==> src/rtl/conv_weight_load_ctrl.sv <==
// conv_weight_load_ctrl: streams 32-bit weight words from a source FIFO into a
// conv layer's weight port (kernel, then bias, then macc-coeff regions) and keeps
// the layer's activation path gated until the full load has been written.
// Optional build macro CONV_WEIGHT_LOAD_CHECKSUM_EN adds exp_sum/sum_err and
// withholds load_done when the wrapping sum of accepted words does not match.
module conv_weight_load_ctrl #(
  parameter logic [31:0] BASE_ADDR      = 32'd0,
  parameter int unsigned NUM_KERNEL     = 72,
  parameter int unsigned NUM_BIAS       = 4,
  parameter int unsigned NUM_MACC_COEFF = 1,
  parameter int unsigned CNT_W          = 16
) (
  input  logic        clk,
  input  logic        rst,
  input  logic        start,
  input  logic        abort,
  input  logic [31:0] s_data,
  input  logic        s_valid,
  output logic        s_ready,
  output logic [31:0] weight_wr_data,
  output logic [31:0] weight_wr_addr,
  output logic        weight_wr_en,
  input  logic        act_valid_in,
  output logic        act_valid_out,
  input  logic        act_rd_en_in,
  output logic        act_rd_en_out,
  output logic        busy,
  output logic        load_done,
`ifdef CONV_WEIGHT_LOAD_CHECKSUM_EN
  input  logic [31:0] exp_sum,
  output logic        sum_err,
`endif
  output logic [1:0]  region
);

  localparam int unsigned TOTAL = NUM_KERNEL + NUM_BIAS + NUM_MACC_COEFF;
  localparam logic [CNT_W-1:0] LastCnt   = CNT_W'(TOTAL - 1);
  localparam logic [CNT_W-1:0] KernelEnd = CNT_W'(NUM_KERNEL);
  localparam logic [CNT_W-1:0] BiasEnd   = CNT_W'(NUM_KERNEL + NUM_BIAS);

  typedef enum logic [1:0] {StIdle, StLoad, StDone} state_e;

  state_e           state_q, state_d;
  logic [CNT_W-1:0] cnt_q, cnt_d;
  logic             wr_en_q;
  logic [31:0]      wr_addr_q, wr_data_q;
  logic             load_done_q, load_done_d;
  logic             beat, start_ok, done_ok;

  // A beat colliding with abort is discarded: abort has priority.
  assign s_ready  = (state_q == StLoad);
  assign beat     = s_valid & s_ready & ~abort;
  assign start_ok = start & (state_q != StLoad);

`ifdef CONV_WEIGHT_LOAD_CHECKSUM_EN
  logic [31:0] sum_q, sum_d;
  logic        sum_err_q, sum_err_d;

  // Running checksum; the verdict is latched together with the last beat.
  always_comb begin
    sum_d     = sum_q;
    sum_err_d = sum_err_q;
    if (abort || start_ok) begin
      sum_d     = '0;
      sum_err_d = 1'b0;
    end else if (beat) begin
      sum_d = sum_q + s_data;
      if (cnt_q == LastCnt) sum_err_d = ((sum_q + s_data) != exp_sum);
    end
  end

  // Checksum registers
  always_ff @(posedge clk or posedge rst) begin
    if (rst) begin
      sum_q     <= '0;
      sum_err_q <= 1'b0;
    end else begin
      sum_q     <= sum_d;
      sum_err_q <= sum_err_d;
    end
  end

  assign sum_err = sum_err_q;
  assign done_ok = ~sum_err_q;
`else
  assign done_ok = 1'b1;
`endif

  // Next-state and word counter
  always_comb begin
    state_d = state_q;
    cnt_d   = cnt_q;
    if (abort) begin
      state_d = StIdle;
      cnt_d   = '0;
    end else begin
      unique case (state_q)
        StIdle, StDone: begin
          if (start) begin
            state_d = StLoad;
            cnt_d   = '0;
          end
        end
        StLoad: begin
          if (beat) begin
            cnt_d = cnt_q + CNT_W'(1);
            if (cnt_q == LastCnt) state_d = StDone;
          end
        end
        default: state_d = StIdle;
      endcase
    end
  end

  // load_done rises once the final write pulse (seen as wr_en in DONE) is out
  always_comb begin
    load_done_d = load_done_q;
    if (abort || start_ok) begin
      load_done_d = 1'b0;
    end else if ((state_q == StDone) && wr_en_q) begin
      load_done_d = done_ok;
    end
  end

  // State, counter and status registers
  always_ff @(posedge clk or posedge rst) begin
    if (rst) begin
      state_q     <= StIdle;
      cnt_q       <= '0;
      load_done_q <= 1'b0;
    end else begin
      state_q     <= state_d;
      cnt_q       <= cnt_d;
      load_done_q <= load_done_d;
    end
  end

  // Write port: one-cycle registered copy of each accepted beat
  always_ff @(posedge clk or posedge rst) begin
    if (rst) begin
      wr_en_q   <= 1'b0;
      wr_addr_q <= '0;
      wr_data_q <= '0;
    end else begin
      wr_en_q <= beat;
      if (beat) begin
        wr_addr_q <= BASE_ADDR + 32'(cnt_q);
        wr_data_q <= s_data;
      end
    end
  end

  // Region decode for debug visibility
  always_comb begin
    region = 2'd3;
    if (state_q == StLoad) begin
      if (cnt_q < KernelEnd)    region = 2'd0;
      else if (cnt_q < BiasEnd) region = 2'd1;
      else                      region = 2'd2;
    end
  end

  assign weight_wr_en   = wr_en_q;
  assign weight_wr_addr = wr_addr_q;
  assign weight_wr_data = wr_data_q;
  assign busy           = (state_q == StLoad);
  assign load_done      = load_done_q;
  assign act_valid_out  = act_valid_in & load_done_q;
  assign act_rd_en_out  = act_rd_en_in & load_done_q;

endmodule

==> config.mk <==
export PLATFORM = sky130hd
export DESIGN_NAME = conv_weight_load_ctrl
export DESIGN_NICKNAME = d
export VERILOG_FILES = /design/src/rtl/conv_weight_load_ctrl.sv
export SDC_FILE = /design/constraint.sdc
export NUM_CORES = 1
export LEC_CHECK = 0
export CAP_MARGIN = 20
export CORE_ASPECT_RATIO = 1.5
export CORE_MARGIN = 2
export CORE_UTILIZATION = 45
export CTS_BUF_LIST = sky130_fd_sc_hd__clkbuf_16
export DETAILED_ROUTE_END_ITERATION = 8
export GPL_TIMING_DRIVEN = 0
export PLACE_DENSITY = 0.92
export RECOVER_POWER = 25
export SLEW_MARGIN = 30
export SYNTH_ARGS = -nofsm -noshare
export SYNTH_HDL_FRONTEND = slang
export SYNTH_SLANG_ARGS = --single-unit
==> constraint.sdc <==
create_clock -name clk -period 3.05 [get_ports clk]
set_input_delay 0.61 -clock clk [delete_from_list [all_inputs] [get_ports clk]]
set_output_delay 0.61 -clock clk [all_outputs]
set_load 0.03 [all_outputs]
==> results.ini, run 1 <==
[sta]
setup_ws_ns=0.226
post-route-min-period_ns=2.82
fmax_mhz=354
rsz0062_at_grt=no
setup_tns_ns=0
fin_crit_sh=0.926
worst_slew_pin_slew_ns=1.45
slew_headroom=0.0272
setup_viol_count_final=0
hold_slack_ns=0.479
finalHoldViolCount=0
clock_skew_ns=0.00532
slew_violations=0

[synthesis]
synth_ff_type=dfrtp_1
yosysSeqAreaShare=0.548
synth_top_area_frac=0.548
async_flop_share=1.00
ys_top_cells_by_area=dfrtp_1 55%, mux2_1 9.4%, mux2_2 8.0%
synth-seq-cells=68
yosys_warnings=0
synth_area_leader_cell=dfrtp_1
synth.most_common_cell=dfrtp_1
synth_edf_count=0
ys_types=42
postSynthCellCount=254
syn-cell-area_um2=3100
synth_area_per_cell_um2=12.2
synthTopCellsByCount=68 x dfrtp_1, 26 x mux2_1, 22 x mux2_2, 17 x buf_4, 13 x o21ai_0

[power]
finalPower_mw=2.77
leakage_nw=2.02
power.density_nw_per_um2=617
irDropWorstVdd_v=0.000377

[clock_tree]
post_cts_buffers=0
clock_sinks=68
clk_pin_slew_ns=0.05
cts_buffers=9
cts_root_buffer=clkbuf_16
clk_latency_ns=0.33
holdBufCountCts=0
cts-htree-levels=3
cts_buffer_depth=2
cts_tree=built

[worst_setup_path]
crit_fanout=7
rr_endpoint=cnt_q[9]$_DFFE_PP0P_
cpMostUsedCell=nand2_1
critPathSlowestCell=clkdlybuf4s50_1
crit_chain=nor4_2 -> nand2_1 -> nor3_1 -> nand2_1 -> clkdlybuf4s50_1
crit_path_end_kind=output pin
crit_buf_inv=1
rrSetupSlack_ns=1.16
worstReg2RegStart=state_q[0]$_DFFE_PP0P_
cpPeakStageDelay_ns=0.59
reg2regPathDepth=4
arrival_ns=2.21
cp-start-kind=flop
cp_top_family=simple AND/OR/NAND/NOR gates
path_class=reg -> out
required_ns=2.44

[flow_run]
max_cap_viol_count=0

[routing]
avgRoutedWirePerCell_um=14.8
drc=0
wl_um=6750
vias=2335
drt-vias-per-instance=5.11
drtIter0Drc=137
postRouteAntennaNets=0
drtPass1Iterations=4

[finish]
num-fill-cells=548
n_antenna_cell=0
instances_no_fill=457
regArea_um2=1700
multi_input_area_um2=1230
drive_above_1_share=0.179
synthToLayoutAreaGrowth_pct=44.7
nNetsFinal=416

[floorplan]
num_rows=37
pin_count=111
die_h_um=106
die_area_um2=7590
start_util=0.459
coreArea_um2=6760
die_w_um=71.8

[status]
outcome=complete, no violations

[placement]
portBuffers=94
dp_slack_ns=0.296
dp_cells=442
gp_congestion=0.846
place_hpwl_um=5000

[hold_path]
hp-class=reg -> reg
holdPathStages=1
hold_start=weight_wr_data[5]$_DFFE_PP0N_
holdPathEnd=weight_wr_data[5]$_DFFE_PP0N_

[global_route]
grt_max_degree=36
grt_overflow_total=0
grt_pass1_wl_um=11100
grt_usage=0.189
grt_pass1_vias=2424
antenna_found_initial=0

-- through the flow --
stage | util | cell area [um^2]
6_report | 0.664 | 4490
3_3_place_gp | 0.621 | 4200
2_1_floorplan | - | 3160
3_5_place_dp | 0.625 | 4220
4_1_cts | 0.665 | 4490
5_1_grt | 0.664 | 4490
-- power by group --
group / total [mW] / switching, mW / leakage (nW) / internal [mW]
Combinational: 0.744 / 0.405 / 0.991 / 0.339
Clock: 0.952 / 0.340 / 0.140 / 0.612
Sequential: 1.07 / 0.0550 / 0.884 / 1.02
-- kinds of logic (layout without fill, tap and decap cells) --
| family | after synthesis | in the layout | synth area share |
|---|---|---|---|
| adders and majority gates | 2 | 2 | 0.00806 |
| and+or+nand+nor | 62 | 62 | 0.118 |
| DFF | 68 | 68 | 0.548 |
| xor gates and xnor gates | 2 | 2 | 0.00564 |
| buffers and inverters | 36 | 146 | 0.0782 |
| muxes | 48 | 48 | 0.174 |
| other | 1 | 16 | 0.00121 |
| AOI/OAI and AO/OA | 35 | 35 | 0.0665 |
-- repair_timing --
item                                   in CTS  in global routing
setup endpoints to repair                   1                  1
endpoints found under the hold margin       0                  0
resized for setup                           1                  2
-- per-layer routing --
layer | GRT usage | part of all wire | vias to the layer above
li1 | - | - | 1108
met3 | 0.0707 | 0.066 | 12
met2 | 0.331 | 0.55 | 77
met5 | 0 | 0 | -
met4 | 0.0755 | 0.012 | 0
met1 | 0.199 | 0.37 | 1138
-- worst register-to-register path, stage by stage (launching register included) --
cell and delay [ns]:
dfrtp_1 0.45, and3b_1 0.26, o311ai_1 0.70, o21ai_0 0.25, a21oi_1 0.16
-- layout make-up --
class                   instances  share of cell area
inverters                       9             0.00780
well taps                      78              0.0217
flip-flops and latches         68               0.379
clock buffers                   9              0.0502
clock inverters                 6              0.0109
repair buffers                 95               0.210
multi-input cells             165               0.274
plain buffers                  27              0.0465
-- cell usage in the layout, fill, tap and decap left out, types with 5 or more instances in the layout --
| cell type | instances |
|---|---|
| inv_1 | 10 |
| nand2_1 | 11 |
| mux2_2 | 22 |
| buf_6 | 5 |
| o21ai_0 | 13 |
| clkbuf_16 | 9 |
| conb_1 | 16 |
| clkdlybuf4s50_1 | 92 |
| or3_1 | 5 |
| a21oi_1 | 11 |
| mux2_1 | 26 |
| nor2_1 | 9 |
| buf_4 | 17 |
| dfrtp_1 | 68 |
| nand4_1 | 5 |
-- flip-flops by register name (all words and copies together) (netlist names) --
register        count
load_done           1
weight_wr_data     32
cnt_q              16
weight_wr_addr     16
state_q             2
weight_wr_en        1
-- worst max-delay path by stage --
stage                                     from                              to  slack, ns  depth (start not counted)
after global routing      cnt_q[8]$_DFFE_PP0P_                       region[1]       0.05                          5
final                     cnt_q[8]$_DFFE_PP0P_                       region[1]       0.23                          5
after floorplan                            rst            cnt_q[0]$_DFFE_PP0P_       0.73                          1
after detailed placement  cnt_q[8]$_DFFE_PP0P_                       region[0]       0.30                          5
after CTS                 cnt_q[8]$_DFFE_PP0P_                       region[1]       0.12                          5
after global placement                     rst  weight_wr_data[11]$_DFFE_PP0N_      -0.36                          2
(Power assumes the default switching activity.)
==> run 2: changes to the inputs <==
- CORE_MARGIN: 2 -> 10
==> run 2 against run 1 <==
  * Worst hold slack improved by 0.0028 ns
  * Final cell count up 0.22%
  * Fmax shrank 0.68%
  * Register-to-register slack got worse by 0.02 ns
  * Sequential power barely moved
  * Utilization decreased by 0.40 points
  * Largest power group unchanged
==> results.ini, run 2 (same netlist as run 1, synthesis figures left out) <==
[worst_setup_path]
cp_top_family=simple AND/OR/NAND/NOR gates
crit_fanout=7  ; unchanged
crit_buf_inv=1  ; unchanged
cp-start-kind=flop
path_class=reg -> out
crit_path_end_kind=output pin
cpMostUsedCell=nand2_1
arrival_ns=2.23  ; +0.02 ns
required_ns=2.44  ; about the same
critPathSlowestCell=clkdlybuf4s50_1
cpPeakStageDelay_ns=0.60  ; about the same
crit_chain=nor4_2 -> nand2_1 -> nor3_1 -> nand2_1 -> clkdlybuf4s50_1

[routing]
drtIter0Drc=110  ; -20%
drtPass1Iterations=4  ; unchanged
wl_um=7460  ; +11%
vias=2377  ; +1.8%
drc=0  ; unchanged
postRouteAntennaNets=0  ; unchanged
drt-vias-per-instance=5.19  ; +1.6%
avgRoutedWirePerCell_um=16.3  ; +10%

[floorplan]
die_area_um2=10700  ; +41%
pin_count=111  ; unchanged
num_rows=37  ; unchanged
die_w_um=87.8  ; +22%
start_util=0.456  ; -0.00312
coreArea_um2=6810  ; +0.69%
die_h_um=122  ; +15%

[global_route]
grt_pass1_vias=2451  ; +1.1%
grt_overflow_total=0  ; unchanged
grt_pass1_wl_um=12100  ; +9.2%
antenna_found_initial=0  ; unchanged
grt_usage=0.142  ; -0.0464
grt_max_degree=41  ; +14%

[clock_tree]
holdBufCountCts=0  ; unchanged
cts-htree-levels=3  ; unchanged
cts_tree=built
clk_pin_slew_ns=0.05  ; about the same
clock_sinks=68  ; unchanged
cts_buffers=9  ; unchanged
post_cts_buffers=0  ; unchanged
cts_buffer_depth=2  ; unchanged
cts_root_buffer=clkbuf_16
clk_latency_ns=0.32  ; about the same
post_cts_resized=3  ; +2

[sta]
hold_slack_ns=0.482  ; +0.00281 ns
setup_viol_count_final=0  ; unchanged
fmax_mhz=352  ; -0.68%
slew_headroom=0.159  ; +0.132
finalHoldViolCount=0  ; unchanged
fin_crit_sh=0.932  ; +0.00635
setup_ws_ns=0.206  ; -0.0194 ns
worst_slew_pin_slew_ns=1.25  ; -0.196 ns
post-route-min-period_ns=2.84  ; +0.0194 ns
rsz0062_at_grt=no
setup_tns_ns=0  ; unchanged
clock_skew_ns=0.00634  ; +0.00102 ns
slew_violations=0  ; unchanged

[hold_path]
hp-class=reg -> reg

[placement]
place_hpwl_um=5760  ; +15%
portBuffers=94  ; unchanged
dp_slack_ns=0.274  ; -0.0225 ns
gp_congestion=0.862  ; +1.9%
post_dp_cell_area_um2=4220  ; unchanged
dp_cells=442  ; unchanged

[finish]
drive_above_1_share=0.179  ; -0.000472
design_area_um2=4490  ; about the same
num-fill-cells=518  ; -5.5%
n_antenna_cell=0  ; unchanged
final_cell_mix=92 x clkdlybuf4s50_1, 68 x dfrtp_1, 26 x mux2_1
synthToLayoutAreaGrowth_pct=44.8  ; about the same
largest_reg_flops=32  ; unchanged
final_util=0.660  ; -0.00397
final_common_cell=clkdlybuf4s50_1
instances_no_fill=458  ; +0.22%
nNetsFinal=416  ; unchanged

[power]
finalPower_mw=2.78  ; +0.50%
leakage_nw=2.03  ; +0.45%
power.density_nw_per_um2=620  ; +0.42%
irDropWorstVdd_v=0.000510  ; +36%

[flow_run]
max_cap_viol_count=0  ; unchanged

[status]
outcome=complete, no violations

-- run 2: changes by cell type in the layout (fill, tap and decap cells not counted) --
cell      previous run  this run
inv_1               10        12
clkinv_1             3         2
-- run 2: path summary, 6_finish.rpt --
check	start	end	slack [ns]	depth (start not counted)
setup reg to reg	state_q[0]$_DFFE_PP0P_	weight_wr_data[16]$_DFFE_PP0N_	1.14	5
min in group asynchronous	rst	weight_wr_data[0]$_DFFE_PP0N_	1.01	2
hold / removal	weight_wr_data[29]$_DFFE_PP0N_	weight_wr_data[29]$_DFFE_PP0N_	0.48	1
max in group asynchronous	rst	load_done$_DFFE_PP0P_	0.52	3
setup / recovery	cnt_q[8]$_DFFE_PP0P_	region[1]	0.21	5
hold reg to reg	weight_wr_data[29]$_DFFE_PP0N_	weight_wr_data[29]$_DFFE_PP0N_	0.48	1
-- run 2: worst reg2reg max path, delay by kind of cell, from the launching register on --
family,cells,cell delay (ns)
DFF,1,0.47
buffers and inverters,2,0.39
and+or+nand+nor,2,0.59
muxes,1,0.34
-- run 2: area by class of cell --
type                       count  area [um^2]  share of cell area
sequential                    68         1700               0.379
multi-input combinational    165         1230               0.273
timing repair buffer          95          945               0.210
clock buffer                   9          225              0.0501
buffer                        27          209              0.0465
tap                           78         97.6              0.0217
clock inverter                 7         52.6              0.0117
inverter                       9         35.0             0.00780
-- run 2: where the power goes --
| part | switching [mW] | total, mW | internal (mW) |
|---|---|---|---|
| Combinational | 0.412 | 0.751 | 0.339 |
| Clock | 0.343 | 0.957 | 0.614 |
| Sequential | 0.0567 | 1.08 | 1.02 |
-- run 2: per-layer routing --
layer	part of all wire	up-vias	track usage	wire length [um]
met5	0	-	0	0
met4	0.011	0	0.0520	85
met3	0.082	8	0.0514	614
met2	0.54	93	0.251	4030
met1	0.37	1157	0.149	2730
li1	-	1119	-	-
